--- src/rtl/single_unit_network_interface.sv ---
// rtl/single_unit_network_interface.sv - AXI-Stream to NoC local-port network interface
//
// Purpose: packetizes tlast-terminated AXI-Stream frames into HEADER/BODY/TAIL
// flits toward the router (tonet) and depacketizes received flits back into
// AXI-Stream frames (fromnet). Single clock, synchronous active-high reset.
//
// Ports:
//   clk_network_i, rst_network_i          clock and synchronous reset
//   s_axis_*                              AXI-Stream target (frames to inject)
//   m_axis_*                              AXI-Stream initiator (ejected frames)
//   network_*_o / network_ready_i         flit output toward router, per-VC ready
//   network_*_i / network_ready_o         flit input from router, per-VN ready
module single_unit_network_interface #(
    parameter int NetworkIfAddressId               = 0,
    parameter int NetworkIfFlitWidth               = 64,
    parameter int NetworkIfFlitTypeWidth           = 2,
    parameter int NetworkIfBroadcastWidth          = 1,
    parameter int NetworkIfVirtualChannelIdWidth   = 1,
    parameter int NetworkIfNumberOfVirtualChannels = 2,
    parameter int NetworkIfVirtualNetworkIdWidth   = 1,
    parameter int NetworkIfNumberOfVirtualNetworks = 2,
    parameter int AxiStreamTargetIfTDataWidth      = 64,
    parameter int AxiStreamTargetIfTIdWidth        = 4,
    parameter int AxiStreamTargetIfTDestWidth      = 8,
    parameter int AxiStreamInitiatorIfTDataWidth   = 64,
    parameter int AxiStreamInitiatorIfTIdWidth     = 4,
    parameter int AxiStreamInitiatorIfTDestWidth   = 8
) (
    input  logic                                        clk_network_i,
    input  logic                                        rst_network_i,
    input  logic                                        s_axis_tvalid_i,
    output logic                                        s_axis_tready_o,
    input  logic [AxiStreamTargetIfTDataWidth-1:0]      s_axis_tdata_i,
    input  logic                                        s_axis_tlast_i,
    input  logic [AxiStreamTargetIfTIdWidth-1:0]        s_axis_tid_i,
    input  logic [AxiStreamTargetIfTDestWidth-1:0]      s_axis_tdest_i,
    output logic                                        m_axis_tvalid_o,
    input  logic                                        m_axis_tready_i,
    output logic [AxiStreamInitiatorIfTDataWidth-1:0]   m_axis_tdata_o,
    output logic                                        m_axis_tlast_o,
    output logic [AxiStreamInitiatorIfTIdWidth-1:0]     m_axis_tid_o,
    output logic [AxiStreamInitiatorIfTDestWidth-1:0]   m_axis_tdest_o,
    output logic                                        network_valid_o,
    input  logic [NetworkIfNumberOfVirtualChannels-1:0] network_ready_i,
    output logic [NetworkIfFlitWidth-1:0]               network_flit_o,
    output logic [NetworkIfFlitTypeWidth-1:0]           network_flit_type_o,
    output logic [NetworkIfBroadcastWidth-1:0]          network_broadcast_o,
    output logic [NetworkIfVirtualChannelIdWidth-1:0]   network_virtual_channel_id_o,
    input  logic                                        network_valid_i,
    output logic [NetworkIfNumberOfVirtualNetworks-1:0] network_ready_o,
    input  logic [NetworkIfFlitWidth-1:0]               network_flit_i,
    input  logic [NetworkIfFlitTypeWidth-1:0]           network_flit_type_i,
    input  logic [NetworkIfBroadcastWidth-1:0]          network_broadcast_i,
    input  logic [NetworkIfVirtualNetworkIdWidth-1:0]   network_virtual_network_id_i
);
    localparam int FW     = NetworkIfFlitWidth;
    localparam int FTW    = NetworkIfFlitTypeWidth;
    localparam int VCW    = NetworkIfVirtualChannelIdWidth;
    localparam int VNW    = NetworkIfVirtualNetworkIdWidth;
    localparam int TDW    = AxiStreamTargetIfTDataWidth;
    localparam int TIDW   = AxiStreamTargetIfTIdWidth;
    localparam int TDESTW = AxiStreamTargetIfTDestWidth;
    localparam int IDW    = AxiStreamInitiatorIfTDataWidth;
    localparam int IIDW   = AxiStreamInitiatorIfTIdWidth;
    localparam int IDESTW = AxiStreamInitiatorIfTDestWidth;

    localparam logic [15:0]    ADDR_ID          = 16'(NetworkIfAddressId);
    localparam logic [FTW-1:0] FLIT_HEADER      = FTW'(0);
    localparam logic [FTW-1:0] FLIT_BODY        = FTW'(1);
    localparam logic [FTW-1:0] FLIT_TAIL        = FTW'(2);

    typedef enum logic [1:0] {T_IDLE, T_HDR, T_BODY, T_DRAIN} tonet_state_t;
    typedef enum logic {F_IDLE, F_LOCKED} fromnet_state_t;

    // ---------------- tonet path ----------------
    tonet_state_t      t_state_q, t_state_d;
    logic [VCW-1:0]    t_vc_q, t_vc_d;
    logic [FW-1:0]     t_flit_q, t_flit_d;
    logic [FTW-1:0]    t_type_q, t_type_d;
    logic              t_valid_q, t_valid_d;
    logic [FW-1:0]     hdr_flit;
    logic [FW-1:0]     data_flit;
    logic              vc_ready;
    logic              t_accept;

    always_comb begin
        hdr_flit = '0;
        hdr_flit[TDESTW-1:0]           = s_axis_tdest_i;
        hdr_flit[TDESTW+TIDW-1:TDESTW] = s_axis_tid_i;
        hdr_flit[FW-1:FW-16]           = ADDR_ID;
        data_flit = '0;
        data_flit[TDW-1:0] = s_axis_tdata_i;
    end

    assign vc_ready = network_ready_i[t_vc_q];

    always_comb begin
        t_state_d = t_state_q;
        t_vc_d    = t_vc_q;
        t_flit_d  = t_flit_q;
        t_type_d  = t_type_q;
        t_valid_d = t_valid_q;
        t_accept  = 1'b0;
        case (t_state_q)
            T_IDLE: begin
                // The header is built straight from the first beat's sideband;
                // the beat itself stays pending until the BODY state.
                if (s_axis_tvalid_i) begin
                    t_vc_d    = VCW'(32'(s_axis_tid_i) % NetworkIfNumberOfVirtualChannels);
                    t_flit_d  = hdr_flit;
                    t_type_d  = FLIT_HEADER;
                    t_valid_d = 1'b1;
                    t_state_d = T_HDR;
                end
            end
            T_HDR: begin
                if (vc_ready) begin
                    t_valid_d = 1'b0;
                    t_state_d = T_BODY;
                end
            end
            T_BODY: begin
                // Flit register acts as a one-entry skid: refill in the same
                // cycle it drains to sustain one flit per cycle.
                t_accept = !t_valid_q || vc_ready;
                if (t_valid_q && vc_ready) begin
                    t_valid_d = 1'b0;
                end
                if (s_axis_tvalid_i && t_accept) begin
                    t_flit_d  = data_flit;
                    t_type_d  = s_axis_tlast_i ? FLIT_TAIL : FLIT_BODY;
                    t_valid_d = 1'b1;
                    if (s_axis_tlast_i) begin
                        t_state_d = T_DRAIN;
                    end
                end
            end
            T_DRAIN: begin
                if (vc_ready) begin
                    t_valid_d = 1'b0;
                    t_state_d = T_IDLE;
                end
            end
            default: t_state_d = T_IDLE;
        endcase
    end

    always_ff @(posedge clk_network_i) begin
        if (rst_network_i) begin
            t_state_q <= T_IDLE;
            t_vc_q    <= '0;
            t_flit_q  <= '0;
            t_type_q  <= '0;
            t_valid_q <= 1'b0;
        end else begin
            t_state_q <= t_state_d;
            t_vc_q    <= t_vc_d;
            t_flit_q  <= t_flit_d;
            t_type_q  <= t_type_d;
            t_valid_q <= t_valid_d;
        end
    end

    assign s_axis_tready_o              = t_accept;
    assign network_valid_o              = t_valid_q;
    assign network_flit_o               = t_flit_q;
    assign network_flit_type_o          = t_type_q;
    assign network_virtual_channel_id_o = t_vc_q;
    assign network_broadcast_o          = '0;

    // ---------------- fromnet path ----------------
    fromnet_state_t    f_state_q, f_state_d;
    logic [VNW-1:0]    f_vn_q, f_vn_d;
    logic              m_valid_q, m_valid_d;
    logic [IDW-1:0]    m_data_q, m_data_d;
    logic              m_last_q, m_last_d;
    logic [IIDW-1:0]   m_tid_q, m_tid_d;
    logic [IDESTW-1:0] m_tdest_q, m_tdest_d;
    logic              can_take;
    logic              f_fire;

    assign can_take = !m_valid_q || m_axis_tready_i;

    // Gated by reset so the router sees no ready while the block is held in reset.
    always_comb begin
        network_ready_o = '0;
        if (!rst_network_i && can_take) begin
            if (f_state_q == F_IDLE) begin
                network_ready_o = '1;
            end else begin
                network_ready_o[f_vn_q] = 1'b1;
            end
        end
    end

    assign f_fire = network_valid_i && network_ready_o[network_virtual_network_id_i];

    always_comb begin
        f_state_d = f_state_q;
        f_vn_d    = f_vn_q;
        m_valid_d = m_valid_q;
        m_data_d  = m_data_q;
        m_last_d  = m_last_q;
        m_tid_d   = m_tid_q;
        m_tdest_d = m_tdest_q;
        if (m_valid_q && m_axis_tready_i) begin
            m_valid_d = 1'b0;
        end
        if (f_fire) begin
            if (network_flit_type_i == FLIT_HEADER) begin
                // Also taken while LOCKED: a new header restarts the packet.
                m_tdest_d = network_flit_i[IDESTW-1:0];
                m_tid_d   = network_flit_i[IDESTW+IIDW-1:IDESTW];
                f_vn_d    = network_virtual_network_id_i;
                f_state_d = F_LOCKED;
            end else if (f_state_q == F_LOCKED &&
                         (network_flit_type_i == FLIT_BODY || network_flit_type_i == FLIT_TAIL)) begin
                m_valid_d = 1'b1;
                m_data_d  = network_flit_i[IDW-1:0];
                m_last_d  = (network_flit_type_i == FLIT_TAIL);
                if (network_flit_type_i == FLIT_TAIL) begin
                    f_state_d = F_IDLE;
                end
            end
            // Anything else (stray data while idle, HEADER_TAIL) is consumed and dropped.
        end
    end

    always_ff @(posedge clk_network_i) begin
        if (rst_network_i) begin
            f_state_q <= F_IDLE;
            f_vn_q    <= '0;
            m_valid_q <= 1'b0;
            m_data_q  <= '0;
            m_last_q  <= 1'b0;
            m_tid_q   <= '0;
            m_tdest_q <= '0;
        end else begin
            f_state_q <= f_state_d;
            f_vn_q    <= f_vn_d;
            m_valid_q <= m_valid_d;
            m_data_q  <= m_data_d;
            m_last_q  <= m_last_d;
            m_tid_q   <= m_tid_d;
            m_tdest_q <= m_tdest_d;
        end
    end

    assign m_axis_tvalid_o = m_valid_q;
    assign m_axis_tdata_o  = m_data_q;
    assign m_axis_tlast_o  = m_last_q;
    assign m_axis_tid_o    = m_tid_q;
    assign m_axis_tdest_o  = m_tdest_q;

    logic unused_inputs;
    assign unused_inputs = ^{network_broadcast_i, network_flit_i};

endmodule

--- config.mk ---
export PLATFORM = sky130hd
export DESIGN_NAME = single_unit_network_interface
export DESIGN_NICKNAME = d
export VERILOG_FILES = /design/src/rtl/single_unit_network_interface.sv
export SDC_FILE = /design/constraint.sdc
export NUM_CORES = 1
export LEC_CHECK = 0
export BUFFER_PORTS_ARGS = -buffer_cell sky130_fd_sc_hd__buf_2
export CAP_MARGIN = 20
export CORE_ASPECT_RATIO = 0.6
export CORE_MARGIN = 2
export CORE_UTILIZATION = 33
export DETAILED_ROUTE_END_ITERATION = 8
export SLEW_MARGIN = 25
export SYNTH_ARGS = -nofsm -noshare
export SYNTH_HDL_FRONTEND = slang
export SYNTH_SLANG_ARGS = --single-unit
export TNS_END_PERCENT = 5
--- constraint.sdc ---
create_clock -name clk_network_i -period 3.94 [get_ports clk_network_i]
set_input_delay 0.394 -clock clk_network_i [delete_from_list [all_inputs] [get_ports clk_network_i]]
set_output_delay 0.394 -clock clk_network_i [all_outputs]
set_load 0.05 [all_outputs]
==> impl_metrics.py, run 1 <==
metrics = {
    "critical_path": {
        "startpoint": "t_state_q[0]$_SDFFE_PP0P_",
        "reg2reg_to": "network_flit_o[26]$_SDFFE_PP0P_",
        "crit_fanout": 53,
        "cp.arrival_ps": 2890,
        "worstSetupPathType": "flop to flop",
        "slowest_stage": "and3b_2",
        "crit_path_end_kind": "flop",
        "path_buf_inv": 2,
        "reg2reg_depth": 6,
        "required_ps": 4280,
        "path_cells": "inv_1, ha_1, buf_4, a21boi_1, and3b_2, a22o_1",
        "r2r-start": "t_state_q[0]$_SDFFE_PP0P_",
        "startpoint_type": "flop",
        "cp-endpoint": "network_flit_o[26]$_SDFFE_PP0P_",
        "cpPeakStageDelay_ps": 890,
        "reg2reg_slack_ps": 1390,
        "cp.depth": 6,
        "cp_top_family": "simple AND/OR/NAND/NOR gates",
    },
    "clock_network": {
        "cts_buffers": 17,
        "clock_sinks": 150,
        "clock_path_buffers": 2,
        "ctsResizeCount": 0,
        "cts_max_level": 4,
        "clk_latency_ps": 410,
        "path_clk_slew_ps": 70,
        "tritoncts": "done",
        "ctsHoldBuffers": 0,
        "post_cts_buffers": 0,
        "cts_root_buf": "clkbuf_16",
    },
    "pwr": {
        "p_leak_uw": 0.003619,
        "p_total_uw": 4178,
        "powerDensity_nw_per_um2": 534.0,
        "ir_drop_mv": 0.2159,
    },
    "synthesis": {
        "async_reset_ff_share_pct": 0,
        "synthCells": 578,
        "ys_ff_latch": 150,
        "ys.flop_type": "dfxtp_1",
        "yosysWarnings": 0,
        "synth_edf_count": 0,
        "netlist-cell-type-count": 41,
        "synth_area_per_cell_um2": 9.743,
        "seq_area_frac_synth_pct": 53.32,
        "syn_area_um2": 5632,
        "synth_nets": 736,
    },
    "global_routing": {
        "grt_pass1_vias": 4989,
        "grt_start_max_net_pins": 66,
        "grt_pass1_wl_um": 27100,
        "grt_overflow": 0,
        "grt_usage_pct": 18.51,
        "grt_antenna_before_repair": 0,
    },
    "floorplanning": {
        "pin_count": 302,
        "coreArea_um2": 16440,
        "die_h_um": 105.2,
        "die_area_um2": 18160,
        "die_w_um": 172.7,
        "placementRows": 36,
        "start_util_pct": 34.25,
    },
    "timing": {
        "slew-limit-headroom_pct": 34.39,
        "worstMarginPinSlew_ps": 984.2,
        "fin_crit_sh_pct": 64.74,
        "rsz0062_at_grt": "no",
        "drv_slew": 0,
        "timing.final.hold_violations": 0,
        "fin_tns_setup_ps": 0,
        "setup_viol": 0,
        "fmax_mhz": 392.1,
        "fin_crit_ps": 2551,
        "fin_skew_ps": 15.60,
    },
    "layout": {
        "diodes": 0,
        "layout.nets": 1007,
        "area_delta_synth_final_pct": 38.92,
        "nFillCells": 1606,
        "drive_gt1_share_pct": 41.70,
    },
    "route": {
        "avgViaCountPerCell": 4.897,
        "drc": 0,
        "first_iter_violations": 348,
        "routed_wirelength_um": 17520,
        "drtPass1Iterations": 4,
        "ant_nets": 0,
        "vias": 5333,
        "wl_per_cell_um": 16.09,
    },
    "job": {
        "maxCapViolCount": 0,
    },
    "outcome": {
        "status": "complete, no violations",
    },
    "placement": {
        "dpl.hpwl_um": 12090,
        "portBuffers": 299,
        "globalplace.congestion": 0.7694,
    },
    "worst_hold_path": {
        "min-delay-path-class": "input port to flop",
    },
}
## placed cells by master (no fill, tap or decap), types with 7 or more instances in the layout
| cell | netlist | layout |
|---|---|---|
| inv_1 | 7 | 7 |
| o21ai_0 | 70 | 70 |
| dfxtp_1 | 150 | 150 |
| nor2b_1 | 14 | 14 |
| a22o_1 | 53 | 53 |
| a21oi_1 | 71 | 71 |
| a211oi_1 | 12 | 12 |
| nand3_1 | 67 | 67 |
| nor2_1 | 17 | 17 |
| mux2i_1 | 13 | 13 |
| mux2_4 | 9 | 9 |
| buf_2 | 25 | 298 |
| buf_4 | 1 | 10 |
| clkbuf_16 | 0 | 17 |
## synth_stat cells (3+ instances only)
cell / instances / area (um2)
o21ai_0: 70 / 350.3
nand3_1: 67 / 335.3
dfxtp_1: 150 / 3003
a21oi_1: 71 / 355.3
a211oi_1: 12 / 90.09
inv_1: 7 / 26.28
clkbuf_1: 28 / 105.1
mux2_2: 3 / 33.78
a22o_1: 53 / 464.2
mux2_4: 9 / 135.1
nand2_1: 6 / 22.52
nor2_1: 17 / 63.81
ha_1: 6 / 75.07
nand2b_1: 3 / 18.77
buf_2: 25 / 125.1
mux2i_1: 13 / 130.1
nor2b_1: 14 / 87.58
## kinds of logic (layout without fill, tap and decap cells)
kind of cell	after synthesis	after routing	share of synthesized area (%)
AO/OA/AOI/OAI	214	214	23.93
flip-flops	150	150	53.32
AND/OR/NAND/NOR	116	116	10.53
buffers and inverters	63	346	4.954
multiplexers	26	26	5.554
adder cells (fa/ha/maj)	6	6	1.333
XOR/XNOR	2	2	0.3111
other	1	1	0.06659
## where the power goes
group	switching, uW	internal [uW]	total [uW]
Sequential	58.6	1620	1680
Clock	666	941	1610
Combinational	643	247	890
Total	1370	2810	4180
## worst min path at each step
stage	endpoint	cells past startpoint	slack, ps	startpoint
2_1_floorplan	t_state_q[1]$_SDFFE_PP0P_	2	490	t_state_q[1]$_SDFFE_PP0P_
3_3_place_gp	network_flit_o[16]$_SDFFE_PP0P_	1	460	network_flit_o[16]$_SDFFE_PP0P_
3_5_place_dp	network_flit_o[61]$_SDFFE_PP0P_	1	460	network_flit_o[61]$_SDFFE_PP0P_
4_1_cts	network_flit_o[62]$_SDFFE_PP0P_	2	170	s_axis_tdata_i[62]
5_1_grt	network_flit_o[55]$_SDFFE_PP0P_	2	170	s_axis_tdata_i[55]
6_report	network_flit_o[60]$_SDFFE_PP0P_	2	190	s_axis_tdata_i[60]
## registers in the layout, indices dropped and copies added, names as in the netlist, 2 cells and up
name	cells
m_axis_tdata_o	64
network_flit_o	64
m_axis_tdest_o	8
m_axis_tid_o	4
network_flit_type_o	2
t_state_q	2
## per-layer routing
metal | global-route usage, % | share of wire [%]
met5 | 0 | 0
met4 | 4.782 | 0.63
met3 | 7.533 | 8.8
met2 | 28.03 | 45
met1 | 24.40 | 46
## metrics by stage
| stage | instance area, um2 | cells | util, % | setup slack, ps | hold slack [ps] |
|---|---|---|---|---|---|
| 3_3_place_gp | 7243 | 1058 | 44.06 | 1405 | 458.1 |
| 2_1_floorplan | 5632 | 578 | - | 1452 | 485.0 |
| 3_5_place_dp | 7243 | 1058 | 44.06 | 1399 | 458.5 |
| 4_1_cts | 7824 | 1089 | 47.59 | 1380 | 168.7 |
| 5_1_grt | 7824 | 1089 | 47.59 | 1117 | 173.2 |
| 6_report | 7824 | 1089 | 47.59 | 1389 | 194.6 |
## area by class of cell
cell class,count,area [um2],area share [%]
Sequential cell,150,3003,38.38
Multi-Input combinational cell,365,2362,30.19
Timing Repair Buffer,308,1567,20.02
Clock buffer,18,429.2,5.485
Tap cell,228,285.3,3.646
Clock inverter,13,151.4,1.935
Inverter,7,26.28,0.3358
Note: power is estimated with default switching activity, not from simulation.
==> run 2: changes to the inputs <==
clock period = 2.48 ns   (was 3.94 ns; I/O delays follow)
==> run 2 against run 1 <==
Clock skew up 0.89 ps. Clock power up 61%. First-iteration DRC count down 19%. Sequential share of layout area down 0.48 points. Utilization up 0.61 points. Die area unchanged. Flip-flop and latch count unchanged.
==> impl_metrics.py, run 2 (synthesized netlist as in run 1, its figures left out) <==
metrics = {
    "outcome": {
        "status": "complete, no violations",
    },
    "route": {
        "drc": 0,
        "avgViaCountPerCell": 4.868,
        "ant_nets": 0,
        "routed_wirelength_um": 17230,
        "drtPass1Iterations": 4,
        "vias": 5321,
        "first_iter_violations": 282,
        "wl_per_cell_um": 15.76,
    },
    "clock_network": {
        "post_cts_buffers": 0,
        "ctsHoldBuffers": 0,
        "clk_latency_ps": 410,
        "clock_path_buffers": 2,
        "clock_sinks": 150,
        "cts_root_buf": "clkbuf_16",
        "ctsResizeCount": 0,
        "cts_buffers": 17,
        "path_clk_slew_ps": 70,
        "cts_max_level": 4,
        "tritoncts": "done",
    },
    "placement": {
        "globalplace.congestion": 0.8180,
        "portBuffers": 299,
        "dpl.hpwl_um": 11830,
        "dp_cells": 1061,
        "place_area_um2": 7333,
    },
    "worst_hold_path": {
        "hold_end": "network_flit_o[17]$_SDFFE_PP0P_",
        "min-delay-path-class": "input port to flop",
        "min_from": "s_axis_tdata_i[17]",
        "holdPathStages": 2,
    },
    "critical_path": {
        "startpoint_type": "flop",
        "cpPeakStageDelay_ps": 860,
        "reg2reg_slack_ps": 400,
        "required_ps": 2820,
        "slowest_stage": "and3b_2",
        "path_cells": "inv_1, ha_1, a21boi_2, and3b_2, a22o_1",
        "reg2reg_depth": 5,
        "worstSetupPathType": "flop to flop",
        "reg2reg_to": "network_flit_o[27]$_SDFFE_PP0P_",
        "crit_fanout": 53,
        "cp_top_family": "simple AND/OR/NAND/NOR gates",
        "crit_path_end_kind": "flop",
        "path_buf_inv": 1,
        "r2r-start": "t_state_q[0]$_SDFFE_PP0P_",
        "cp.arrival_ps": 2420,
    },
    "pwr": {
        "switching_power_uw": 2201,
        "netSwitchingFraction_pct": 32.76,
        "p_leak_uw": 0.003656,
        "power_frac_comb_pct": 21.5,
        "ir_drop_mv": 0.3624,
        "powerDensity_nw_per_um2": 847.8,
        "pwr-share-seq_pct": 39.8,
        "pwr-share-clk_pct": 38.7,
        "p_int_uw": 4517,
    },
    "floorplanning": {
        "die_w_um": 172.7,
        "die_h_um": 105.2,
        "die_area_um2": 18160,
        "coreArea_um2": 16440,
        "placementRows": 36,
        "pin_count": 302,
        "start_util_pct": 34.25,
    },
    "global_routing": {
        "grt_pass1_wl_um": 27010,
        "grt_antenna_before_repair": 1,
        "grt_pass1_vias": 4883,
        "grt_usage_pct": 18.29,
        "grt_start_max_net_pins": 67,
        "grt_overflow": 0,
    },
    "layout": {
        "final_area_um2": 7924,
        "drive_gt1_share_pct": 42.08,
        "final_common_cell": "buf_2",
        "regArea_um2": 3003,
        "finalNonFillerCells": 1093,
        "layout.nets": 1010,
        "diodes": 0,
        "area_delta_synth_final_pct": 40.70,
        "postLayoutCoreUtil_pct": 48.20,
        "layout_common_cells": "buf_2, dfxtp_1, a21oi_1",
        "nFillCells": 1645,
        "multi_input_area_um2": 2367,
    },
    "job": {
        "maxCapViolCount": 0,
    },
    "timing": {
        "fin_crit_ps": 2076,
        "timing.final.hold_violations": 0,
        "rsz0062_at_grt": "no",
        "fin_tns_setup_ps": 0,
        "fin_crit_sh_pct": 83.72,
        "fin_skew_ps": 16.49,
        "setup_viol": 0,
        "fmax_mhz": 481.6,
        "slew-limit-headroom_pct": 32.93,
        "drv_slew": 0,
        "worstMarginPinSlew_ps": 1006,
        "hold_ws_ps": 47.57,
    },
}
## run 2: cell type report
cell class                      instances  area share, %
Timing Repair Buffer                  311          20.84
Sequential cell                       150          37.90
Clock buffer                           20          5.637
Multi-Input combinational cell        365          29.88
Inverter                                7         0.3316
Clock inverter                         12          1.816
Tap cell                              228          3.600
## run 2: worst max path at each step
| stage | startpoint | end | slack, ps | cells after the start |
|---|---|---|---|---|
| finish | t_state_q[0]$_SDFFE_PP0P_ | network_flit_o[27]$_SDFFE_PP0P_ | 400 | 5 |
| global route | t_state_q[0]$_SDFFE_PP0P_ | network_flit_o[27]$_SDFFE_PP0P_ | 250 | 5 |
| CTS | t_state_q[0]$_SDFFE_PP0P_ | network_flit_o[27]$_SDFFE_PP0P_ | 400 | 5 |
| detailed placement | t_state_q[0]$_SDFFE_PP0P_ | network_flit_o[27]$_SDFFE_PP0P_ | 430 | 5 |
| global placement | t_state_q[1]$_SDFFE_PP0P_ | network_flit_o[63]$_SDFFE_PP0P_ | 240 | 6 |
| floorplan | network_virtual_channel_id_o$_SDFFE_PP0P_ | network_flit_o[12]$_SDFFE_PP0P_ | 330 | 6 |
## run 2: power groups by stage
stage               clock network (uW)  logic [uW]  registers (uW)
CTS                               2670        1450            2670
detailed placement                   0        1450            2720
global placement                     0        1430            2720
global route                      2790        1540            2690
floorplan                            0         474            3270
finish                            2600        1440            2670
## run 2: per-stage QoR
stage | total power (uW) | setup WS (ps)
finish | 6718 | 403.8
global route | 7019 | 248.5
CTS | 6791 | 401.3
detailed placement | 4169 | 425.2
global placement | 4151 | 238.1
floorplan | 3743 | 328.0
## run 2: routing by layer
metal  global-route usage [%]  vias up  share of wire [%]
met5                        0        -                  0
met3                    7.424        6                8.2
met4                    4.237        0               0.71
met1                    25.32     2487                 48
met2                    26.39      191                 43
li1                         -     2637                  -
